<file path="src/rtl/servo_pkg.sv">
// Shared types for the servo command sequencer: ratio width, FSM states
// and the queued command payload.
package servo_pkg;

  localparam int unsigned PWM_RATIO_W = 8;
  localparam int unsigned CMD_DWELL_W = 16;

  typedef enum logic [1:0] {
    IDLE  = 2'd0,
    LOAD  = 2'd1,
    DWELL = 2'd2
  } seq_state_t;

  typedef struct packed {
    logic [PWM_RATIO_W-1:0] ratio;
    logic [CMD_DWELL_W-1:0] dwell;
  } cmd_t;

endpackage

</file>
<file path="src/rtl/servo_cmd_seq_if.sv">
// Command push channel (valid/ready with ratio and dwell payload) into the
// servo command sequencer.
interface servo_cmd_seq_if #(
  parameter int unsigned DWELL_W = servo_pkg::CMD_DWELL_W
) ();

  logic                               cmd_valid;
  logic                               cmd_ready;
  logic [servo_pkg::PWM_RATIO_W-1:0]  cmd_ratio;
  logic [DWELL_W-1:0]                 cmd_dwell;

  modport master (
    output cmd_valid,
    output cmd_ratio,
    output cmd_dwell,
    input  cmd_ready
  );

  modport slave (
    input  cmd_valid,
    input  cmd_ratio,
    input  cmd_dwell,
    output cmd_ready
  );

endinterface

</file>
<file path="src/rtl/servo_cmd_fifo.sv">
// Synchronous command FIFO with push/pop/flush; head is read combinationally,
// level is registered. Flush wins over push and pop in the same cycle.
module servo_cmd_fifo
  import servo_pkg::*;
#(
  parameter int unsigned DEPTH = 4
) (
  input  logic                     clock,
  input  logic                     reset_n,
  input  logic                     push,
  input  logic                     pop,
  input  logic                     flush,
  input  cmd_t                     wdata,
  output cmd_t                     head_c,
  output logic                     full_c,
  output logic                     empty_c,
  output logic [$clog2(DEPTH):0]   level
);

  localparam int unsigned AW = $clog2(DEPTH);
  localparam int unsigned LW = AW + 1;

  cmd_t          mem [DEPTH];
  logic [AW-1:0] wr_ptr;
  logic [AW-1:0] rd_ptr;
  logic          do_push;
  logic          do_pop;

  assign full_c  = (level == LW'(DEPTH));
  assign empty_c = (level == '0);
  assign head_c  = mem[rd_ptr];

  assign do_push = push && !full_c && !flush;
  assign do_pop  = pop && !empty_c && !flush;

  // Pointers wrap naturally because DEPTH is a power of two.
  always_ff @(posedge clock or negedge reset_n) begin
    if (!reset_n) begin
      wr_ptr <= '0;
      rd_ptr <= '0;
      level  <= '0;
    end else if (flush) begin
      wr_ptr <= '0;
      rd_ptr <= '0;
      level  <= '0;
    end else begin
      if (do_push) wr_ptr <= wr_ptr + AW'(1);
      if (do_pop)  rd_ptr <= rd_ptr + AW'(1);
      unique case ({do_push, do_pop})
        2'b10:   level <= level + LW'(1);
        2'b01:   level <= level - LW'(1);
        default: level <= level;
      endcase
    end
  end

  // Storage needs no reset: entries are only read after being written.
  always_ff @(posedge clock) begin
    if (do_push) mem[wr_ptr] <= wdata;
  end

endmodule

</file>
<file path="src/rtl/servo_cmd_seq.sv">
// Command sequencer feeding servo_ctrl: pops (ratio, dwell) commands and holds
// each ratio for its dwell. Optional ratio clamp enabled by `SERVO_CLAMP_EN.
module servo_cmd_seq
  import servo_pkg::*;
#(
  parameter int unsigned            FIFO_DEPTH = 4,
  parameter int unsigned            DWELL_W    = CMD_DWELL_W,
  parameter logic [PWM_RATIO_W-1:0] PARK_RATIO = 8'd20
) (
  input  logic                           clock,
  input  logic                           reset_n,
  input  logic                           seq_enable,
  input  logic                           abort,
  servo_cmd_seq_if.slave                 cmd,
`ifdef SERVO_CLAMP_EN
  input  logic [PWM_RATIO_W-1:0]         min_pwm_ratio,
  input  logic [PWM_RATIO_W-1:0]         max_pwm_ratio,
`endif
  output logic                           pwm_enable,
  output logic [PWM_RATIO_W-1:0]         start_pwm_ratio,
  output logic [PWM_RATIO_W-1:0]         target_pwm_ratio,
  output logic                           busy,
  output logic [$clog2(FIFO_DEPTH):0]    fifo_level,
  output logic                           cmd_done
);

  seq_state_t               state;
  logic [DWELL_W-1:0]       dwell_cnt;
  logic [DWELL_W-1:0]       head_dwell_c;
  logic [PWM_RATIO_W-1:0]   ratio_c;
  cmd_t                     wdata_c;
  cmd_t                     head_c;
  logic                     full_c;
  logic                     empty_c;
  logic                     push_c;
  logic                     pop_c;

  assign start_pwm_ratio = PARK_RATIO;
  assign cmd.cmd_ready   = !full_c && !abort;
  assign push_c          = cmd.cmd_valid && cmd.cmd_ready;
  assign pop_c           = (state == LOAD);
  assign wdata_c         = '{ratio: cmd.cmd_ratio, dwell: CMD_DWELL_W'(cmd.cmd_dwell)};
  assign head_dwell_c    = DWELL_W'(head_c.dwell);

  servo_cmd_fifo #(
    .DEPTH (FIFO_DEPTH)
  ) u_fifo (
    .clock   (clock),
    .reset_n (reset_n),
    .push    (push_c),
    .pop     (pop_c),
    .flush   (abort),
    .wdata   (wdata_c),
    .head_c  (head_c),
    .full_c  (full_c),
    .empty_c (empty_c),
    .level   (fifo_level)
  );

  // Ratio presented on load; the floor check is evaluated first so it wins
  // when the limits are inverted.
  always_comb begin
    ratio_c = head_c.ratio;
`ifdef SERVO_CLAMP_EN
    if (head_c.ratio < min_pwm_ratio) begin
      ratio_c = min_pwm_ratio;
    end else if (head_c.ratio > max_pwm_ratio) begin
      ratio_c = max_pwm_ratio;
    end
`endif
  end

  // cmd_done is registered one edge early so it lines up with the cycle in
  // which the dwell counter reads zero.
  always_ff @(posedge clock or negedge reset_n) begin
    if (!reset_n) begin
      state            <= IDLE;
      dwell_cnt        <= '0;
      target_pwm_ratio <= PARK_RATIO;
      pwm_enable       <= 1'b0;
      busy             <= 1'b0;
      cmd_done         <= 1'b0;
    end else begin
      pwm_enable <= seq_enable;
      cmd_done   <= 1'b0;
      if (abort) begin
        state            <= IDLE;
        busy             <= 1'b0;
        dwell_cnt        <= '0;
        target_pwm_ratio <= PARK_RATIO;
      end else begin
        unique case (state)
          IDLE: begin
            if (seq_enable && !empty_c) begin
              state <= LOAD;
              busy  <= 1'b1;
            end
          end
          LOAD: begin
            target_pwm_ratio <= ratio_c;
            dwell_cnt        <= head_dwell_c;
            cmd_done         <= (head_dwell_c == '0);
            state            <= DWELL;
            busy             <= 1'b1;
          end
          DWELL: begin
            if (dwell_cnt != '0) begin
              dwell_cnt <= dwell_cnt - DWELL_W'(1);
              cmd_done  <= (dwell_cnt == DWELL_W'(1));
            end else if (seq_enable && !empty_c) begin
              state <= LOAD;
            end else begin
              state <= IDLE;
              busy  <= 1'b0;
            end
          end
          default: begin
            state <= IDLE;
            busy  <= 1'b0;
          end
        endcase
      end
    end
  end

endmodule

</file>
<file path="src/flat_wrapper.sv">
// flat-port wrapper written by rule: the top's interface ports become plain ports
module servo_cmd_seq_flat import servo_pkg::*;
#(
  parameter int unsigned            FIFO_DEPTH = 4,
  parameter int unsigned            DWELL_W    = CMD_DWELL_W,
  parameter logic [PWM_RATIO_W-1:0] PARK_RATIO = 8'd20
)
  (clock, reset_n, seq_enable, abort, pwm_enable, start_pwm_ratio, target_pwm_ratio, busy, fifo_level, cmd_done, cmd_cmd_valid, cmd_cmd_ratio, cmd_cmd_dwell, cmd_cmd_ready);
  servo_cmd_seq_if #(.DWELL_W(DWELL_W)) cmd_i ();
  input  logic clock;
  input  logic reset_n;
  input  logic seq_enable;
  input  logic abort;
  output logic pwm_enable;
  output logic [PWM_RATIO_W-1:0] start_pwm_ratio;
  output logic [PWM_RATIO_W-1:0] target_pwm_ratio;
  output logic busy;
  output logic [$clog2(FIFO_DEPTH):0] fifo_level;
  output logic cmd_done;
  input wire logic [$bits(cmd_i.cmd_valid)-1:0] cmd_cmd_valid;
  input wire logic [$bits(cmd_i.cmd_ratio)-1:0] cmd_cmd_ratio;
  input wire logic [$bits(cmd_i.cmd_dwell)-1:0] cmd_cmd_dwell;
  output wire logic [$bits(cmd_i.cmd_ready)-1:0] cmd_cmd_ready;
  assign cmd_i.cmd_valid = cmd_cmd_valid;
  assign cmd_i.cmd_ratio = cmd_cmd_ratio;
  assign cmd_i.cmd_dwell = cmd_cmd_dwell;
  assign cmd_cmd_ready = cmd_i.cmd_ready;
  servo_cmd_seq #(.FIFO_DEPTH(FIFO_DEPTH), .DWELL_W(DWELL_W), .PARK_RATIO(PARK_RATIO)) u_core (.clock(clock), .reset_n(reset_n), .seq_enable(seq_enable), .abort(abort), .cmd(cmd_i), .pwm_enable(pwm_enable), .start_pwm_ratio(start_pwm_ratio), .target_pwm_ratio(target_pwm_ratio), .busy(busy), .fifo_level(fifo_level), .cmd_done(cmd_done));
endmodule
</file>
<file path="config.mk">
export PLATFORM = sky130hd
export DESIGN_NAME = servo_cmd_seq_flat
export DESIGN_NICKNAME = d
export VERILOG_FILES = /design/src/rtl/servo_pkg.sv /design/src/rtl/servo_cmd_seq_if.sv /design/src/rtl/servo_cmd_fifo.sv /design/src/rtl/servo_cmd_seq.sv /design/src/flat_wrapper.sv
export SDC_FILE = /design/constraint.sdc
export NUM_CORES = 1
export LEC_CHECK = 0
export ABC_AREA = 1
export CAP_MARGIN = 25
export CORE_AREA = 2 2 113 115
export DETAILED_ROUTE_END_ITERATION = 10
export DIE_AREA = 0 0 115 117
export GPL_TIMING_DRIVEN = 0
export PLACE_DENSITY = 0.8
export REMOVE_ABC_BUFFERS = 1
export SYNTH_ARGS = -nofsm -noshare
export SYNTH_HDL_FRONTEND = slang
export SYNTH_SLANG_ARGS = --single-unit
</file>
<file path="constraint.sdc">
create_clock -name clock -period 4.6 [get_ports clock]
set_clock_uncertainty 0.2 [all_clocks]
set_input_delay 0.69 -clock clock [delete_from_list [all_inputs] [get_ports clock]]
set_output_delay 0.69 -clock clock [all_outputs]
set_load 0.02 [all_outputs]
</file>
# Yosys cells after proc, flatten, opt, wreduce, memory -nomap -nowiden

Memory sizes are Yosys's and may differ from the RTL's.
Index checks and enable logic that the tools add are counted.

Register bits: 36
Bits in writable memories: 96
Bits of input ports: 29
Output and inout port bits: 23
Logic and storage cells: 73
Memories: 1

Add/sub/neg operators: 5
Equality and inequality tests: 10
Multiplexer cells: 26
Reduce and logical (&&, ||, !) cells: 22

Memory list:

| name              | depth | width | read ports | clocked after Yosys merged registers in | write ports | line                 | text |
|---|---|---|---|---|---|---|---|
| u_core.u_fifo.mem | 4     | 24    | 1          | 0                                       | 1           | servo_cmd_fifo.sv:23 | `cmd_t mem [DEPTH];` |

Operators with widths:

| cell                                                   | count |
|---|---|
| 2-to-1 mux 16 bit                                      | 2 |
| case mux 16 bit (2 select lines)                       | 1 |
| == test 16 x 1 -> 1 bit (second input constant)        | 1 |
| logical NOT 16 bit                                     | 1 |
| 2-to-1 mux 8 bit                                       | 2 |
| nonzero test 16 bit                                    | 1 |
| subtractor 16 x 1 -> 16 bit (second input constant)    | 1 |
| 2-to-1 mux 2 bit                                       | 7 |
| 2-to-1 mux 1 bit                                       | 9 |
| logical AND 1 bit                                      | 7 |
| inequality test 3 x 2 -> 1 bit (second input constant) | 2 |
| inequality test 3 bit (second input constant)          | 2 |
| case mux 2 bit (3 select lines)                        | 1 |
| case mux 3 bit (2 select lines)                        | 1 |
| nonzero test 2 bit                                     | 3 |
| nonzero test 3 bit                                     | 2 |
| adder 2 x 1 -> 2 bit (second input constant)           | 2 |
| == test 2 x 1 -> 1 bit (second input constant)         | 2 |
| == test 2 bit (second input constant)                  | 2 |
| AND reduction 2 bit                                    | 2 |
| adder 3 x 1 -> 3 bit (second input constant)           | 1 |
| == test 3 bit (second input constant)                  | 1 |
| logical NOT 1 bit                                      | 3 |
| logical NOT 3 bit                                      | 1 |
| 6 further kinds                                        | 6 |

# Longest topological paths before layout

Word-level depth: 9
Depth in mapped cells: 11
Gate-level depth less buffers: 11

# Cells and area by module

Synthesis repeated with hierarchy kept, for this count alone.

Cells, all modules: 571
Area, all modules: 5982.0 um^2

By module, submodules not included:

| module         | times used | cells an instance | area an instance (um^2) | seq. area each (um^2) |
|---|---|---|---|---|
| servo_cmd_fifo | 1          | 297               | 4027.6                  | 3057.9 |
| servo_cmd_seq  | 1          | 274               | 1954.4                  | 728.2 |

# Least setup slack after synthesis

Ideal clock, no wire load.

Path kind: input -> register
Start point: input abort
End point: memory u_core.u_fifo.mem[0][0] in the netlist's numbering, enable pin
Setup time: 405 ps
Arrival time: 2191 ps
Required time: 3995 ps
Path slack: 1804 ps
Stages on the path: 4
Buffers on the path: 1
Cells stage by stage: buf_2 inv_2 nand3_1 nor2_1

Longest elaborated chain between the ends: 7

RTL lines:

| what                                     | line                                      | text |
|---|---|---|
| start: declaration                       | flat_wrapper.sv:13                        | `input logic abort;` |
| logical NOT 1 bit *                      | servo_cmd_fifo.sv:33, servo_cmd_seq.sv:39 |  |
| logical AND 1 bit                        | servo_cmd_seq.sv:39                       | `assign cmd.cmd_ready = !full_c && !abort;` |
| logical AND 1 bit                        | servo_cmd_seq.sv:40                       | `assign push_c = cmd.cmd_valid && cmd.cmd_ready;` |
| logical AND 1 bit                        | servo_cmd_fifo.sv:33                      | `assign do_push = push && !full_c && !flush;` |
| logical AND 1 bit *                      | servo_cmd_fifo.sv:33                      |  |
| 2-to-1 mux 1 bit *                       | servo_cmd_fifo.sv:59                      | `if (do_push) mem[wr_ptr] <= wdata;` |
| 2-to-1 mux 1 bit (not written as such) * | servo_cmd_fifo.sv:59                      |  |
| end: declaration                         | servo_cmd_fifo.sv:23                      |  |

Mark *: on every way between the ends. The rest lies on a longest branch, timed or not.

# Worst setup path after layout

Start point: input abort
End point: memory u_core.u_fifo.mem[3][1] in the netlist's numbering, enable pin

The elaborated chain is that of the path after synthesis.

==> qor.txt <==
Outcome = complete, no violations
CTS Buf Count = 17
Later-pin clock latency in the skew report = 0.41 ns
Tmin final = 3.17 ns
Initial antenna violation count = 0
Fmax achieved = 315 MHz
Post-CTS resize count = 0
CP Class = in2reg
Critical Path AT = 3.09 ns
Met2 GRT Util = 36.4%
Top_reg_cell synth = edfxtp_1
Drt pass-1 iters = 5
Slew @ Worst Pin = 1.08 ns
Maximum fanout along the worst path = 15
Post-Syn Area = 5960 sq um
Reg2reg start = u_core.state[0]
DR iter-0 viols = 428
Endpoints failing setup = 0
Sequential-to-total area share from yosys stat = 63.5%
Vias per inst = 5.53
Async SR Flop Fraction = 27.3%
First-pass GRT wire length = 20800 um
Synthesis-stage register bit count = 132
Yosys cell types = 35
Die area = 13500 sq um
Busiest grt layer = met2
H-tree levels = 4
WL/cell = 17.0 um
Clock Sinks = 132
IO Pins = 52
Crit share post-route = 69.0%
Total gr overflow = 0
Met3 usage = 4.22%
RSZ-0062 raised after global routing = false
Detail Placement HPWL = 8120 um
DRT Wirelength = 13300 um
Clock Pin Slew Worst Setup and Hold Paths = 0.06 ns
Internal reg-to-reg setup slack = 1.72 ns
Peak supply drop = 0.304 mV
Met1 usage in global routing = 24.4%
# rows = 41
Hold Fails Final Rpt = 0
Max-slew headroom = 28.1%
IO Port Bufs = 43
Initial Utilization = 48.4%
Post-CTS Hold Buffers = 0
Layout Utilization = 58.2%
Reg2Reg Depth = 9
Sum Neg Setup Slack = 0 ns
Vias after detailed routing = 4327
Yosys warns = 0
PwrDens = 625 nW/um^2
Core Area = 12300 sq um
Vias in the first global route = 4310
Leakage = 2.83 nW
Final ANT Viol Nets = 0
Mean post-synth cell area = 10.3 sq um
Postcts setup bufs = 0
CTS tree = built
Placed Area = 6490 sq um
Root buffer cell = clkbuf_16
Pin count of the biggest net entering global routing = 51
Nets = 661
Worst r2r dst = u_core.dwell_cnt[1]
Die Y = 117 um
Drc violations = 0
Critical Path Source Type = input port
Share of cells above drive strength 1 = 9.16%
Crit end category = flop
Max-slew violation count = 0
GRT Total Usage = 20.4%
Post-route cell area = 7160 sq um
CTS max path bufs = 2
Area growth syn-to-layout = 20.2%
GPL Wtd Cong = 0.921
Post-synth EDFFs = 96
Max-Cap Viols = 0
Die width = 115 um
Worst hold path class = in2async
N_diodes = 0
Req. time, crit path = 4.51 ns
Cells after synthesis = 578
## metrics by stage
stage	cells	worst slack (ns)	hold WS, ns	total power [mW]
after floorplan	555	1.89	0.194	2.52
after global placement	748	0.187	0.293	2.91
after detailed placement	751	0.996	0.308	2.96
after CTS	783	1.44	0.221	4.47
after global routing	783	1.30	0.268	4.71
final	783	1.43	0.202	4.47
## cell families after synthesis
family | Yosys count | synth area share [%]
fa+ha+maj | 12 | 2.65
xor+xnor | 5 | 0.735
compound gates | 89 | 8.32
flops | 132 | 63.5
simple gates | 266 | 18.9
other cells | 2 | 0.126
buf+inv | 72 | 5.69
## state kept, by name, indices dropped and copies added (netlist names), 2 cells and up
register / cells
u_core.state: 2
u_core.u_fifo.level: 3
u_core.target_pwm_ratio: 8
u_core.dwell_cnt: 16
u_core.u_fifo.rd_ptr: 2
u_core.u_fifo.wr_ptr: 2
u_core.u_fifo.mem: 96
## power by group
part	switching (mW)	internal (mW)	total, mW
Combinational	0.873	0.462	1.33
Sequential	0.182	1.46	1.64
Clock	0.495	1.01	1.50
## critical path, cell delays in order
cell and delay (ns):
clkdlybuf4s50_1 0.62, inv_2 0.35, nand3_1 0.37, nor2_2 0.79
buf_8 0.25
## worst max-delay path by stage
stage	slack (ns)	start	cells after the start	endpoint
4_1_cts	1.44	abort	3	cmd_cmd_ready
2_1_floorplan	1.89	abort	3	u_core.u_fifo.mem[0][0]
6_report	1.43	abort	5	u_core.u_fifo.mem[3][1]
3_3_place_gp	0.19	abort	4	u_core.u_fifo.mem[0][5]
5_1_grt	1.30	abort	5	u_core.u_fifo.mem[3][5]
3_5_place_dp	1.0	abort	5	u_core.u_fifo.mem[3][5]
## Yosys cell counts, types with 4 or more instances
| master | n | share of area (%) |
|---|---|---|
| dfrtp_1 | 34 | 14 |
| o21ai_1 | 13 | 1.1 |
| xor2_1 | 4 | 0.59 |
| nor2_2 | 5 | 0.52 |
| nand2_1 | 142 | 8.9 |
| buf_4 | 11 | 1.4 |
| edfxtp_1 | 96 | 48 |
| nand4_1 | 6 | 0.63 |
| buf_2 | 14 | 1.2 |
| ha_1 | 11 | 2.3 |
| a21oi_1 | 11 | 0.92 |
| a22o_1 | 6 | 0.88 |
| nand3_1 | 45 | 3.8 |
| inv_1 | 39 | 2.5 |
| nor2_1 | 60 | 3.8 |
| o21ai_0 | 42 | 3.5 |
| o22ai_1 | 12 | 1.3 |
## layout make-up
class                           count  area, sq um
Multi-Input combinational cell    380         1870
Sequential cell                   132         3790
Timing Repair Buffer               46          483
Clock inverter                     12          200
Clock buffer                       20          467
Fill cell                         943         5150
Inverter                           43          164
Tap cell                          150          188
## cells in the final DEF (no fill, tap or decap), types with 2 or more instances in the layout
cell type	instances
nand4_1	6
nor3_1	2
nor2_1	56
dfstp_2	2
ha_1	11
nand2_1	142
a31oi_1	2
nand2_2	2
o22ai_1	12
clkbuf_8	3
xor2_1	4
conb_1	8
inv_1	39
nand3_1	45
clkdlybuf4s50_1	42
bufinv_16	5
o21ai_1	13
buf_8	2
o21ai_0	42
nor2_2	8
a22o_1	6
a21oi_1	11
clkinvlp_4	3
clkinv_2	2
dfrtp_1	33
inv_2	3
edfxtp_1	96
clkbuf_16	17
## routing by layer
layer,part of all wire [%],vias to the layer above
met5,0,-
met4,1.2,0
met3,5.6,19
met2,53,167
met1,41,2108
li1,-,2033
Power figures use the tool's default switching activity.
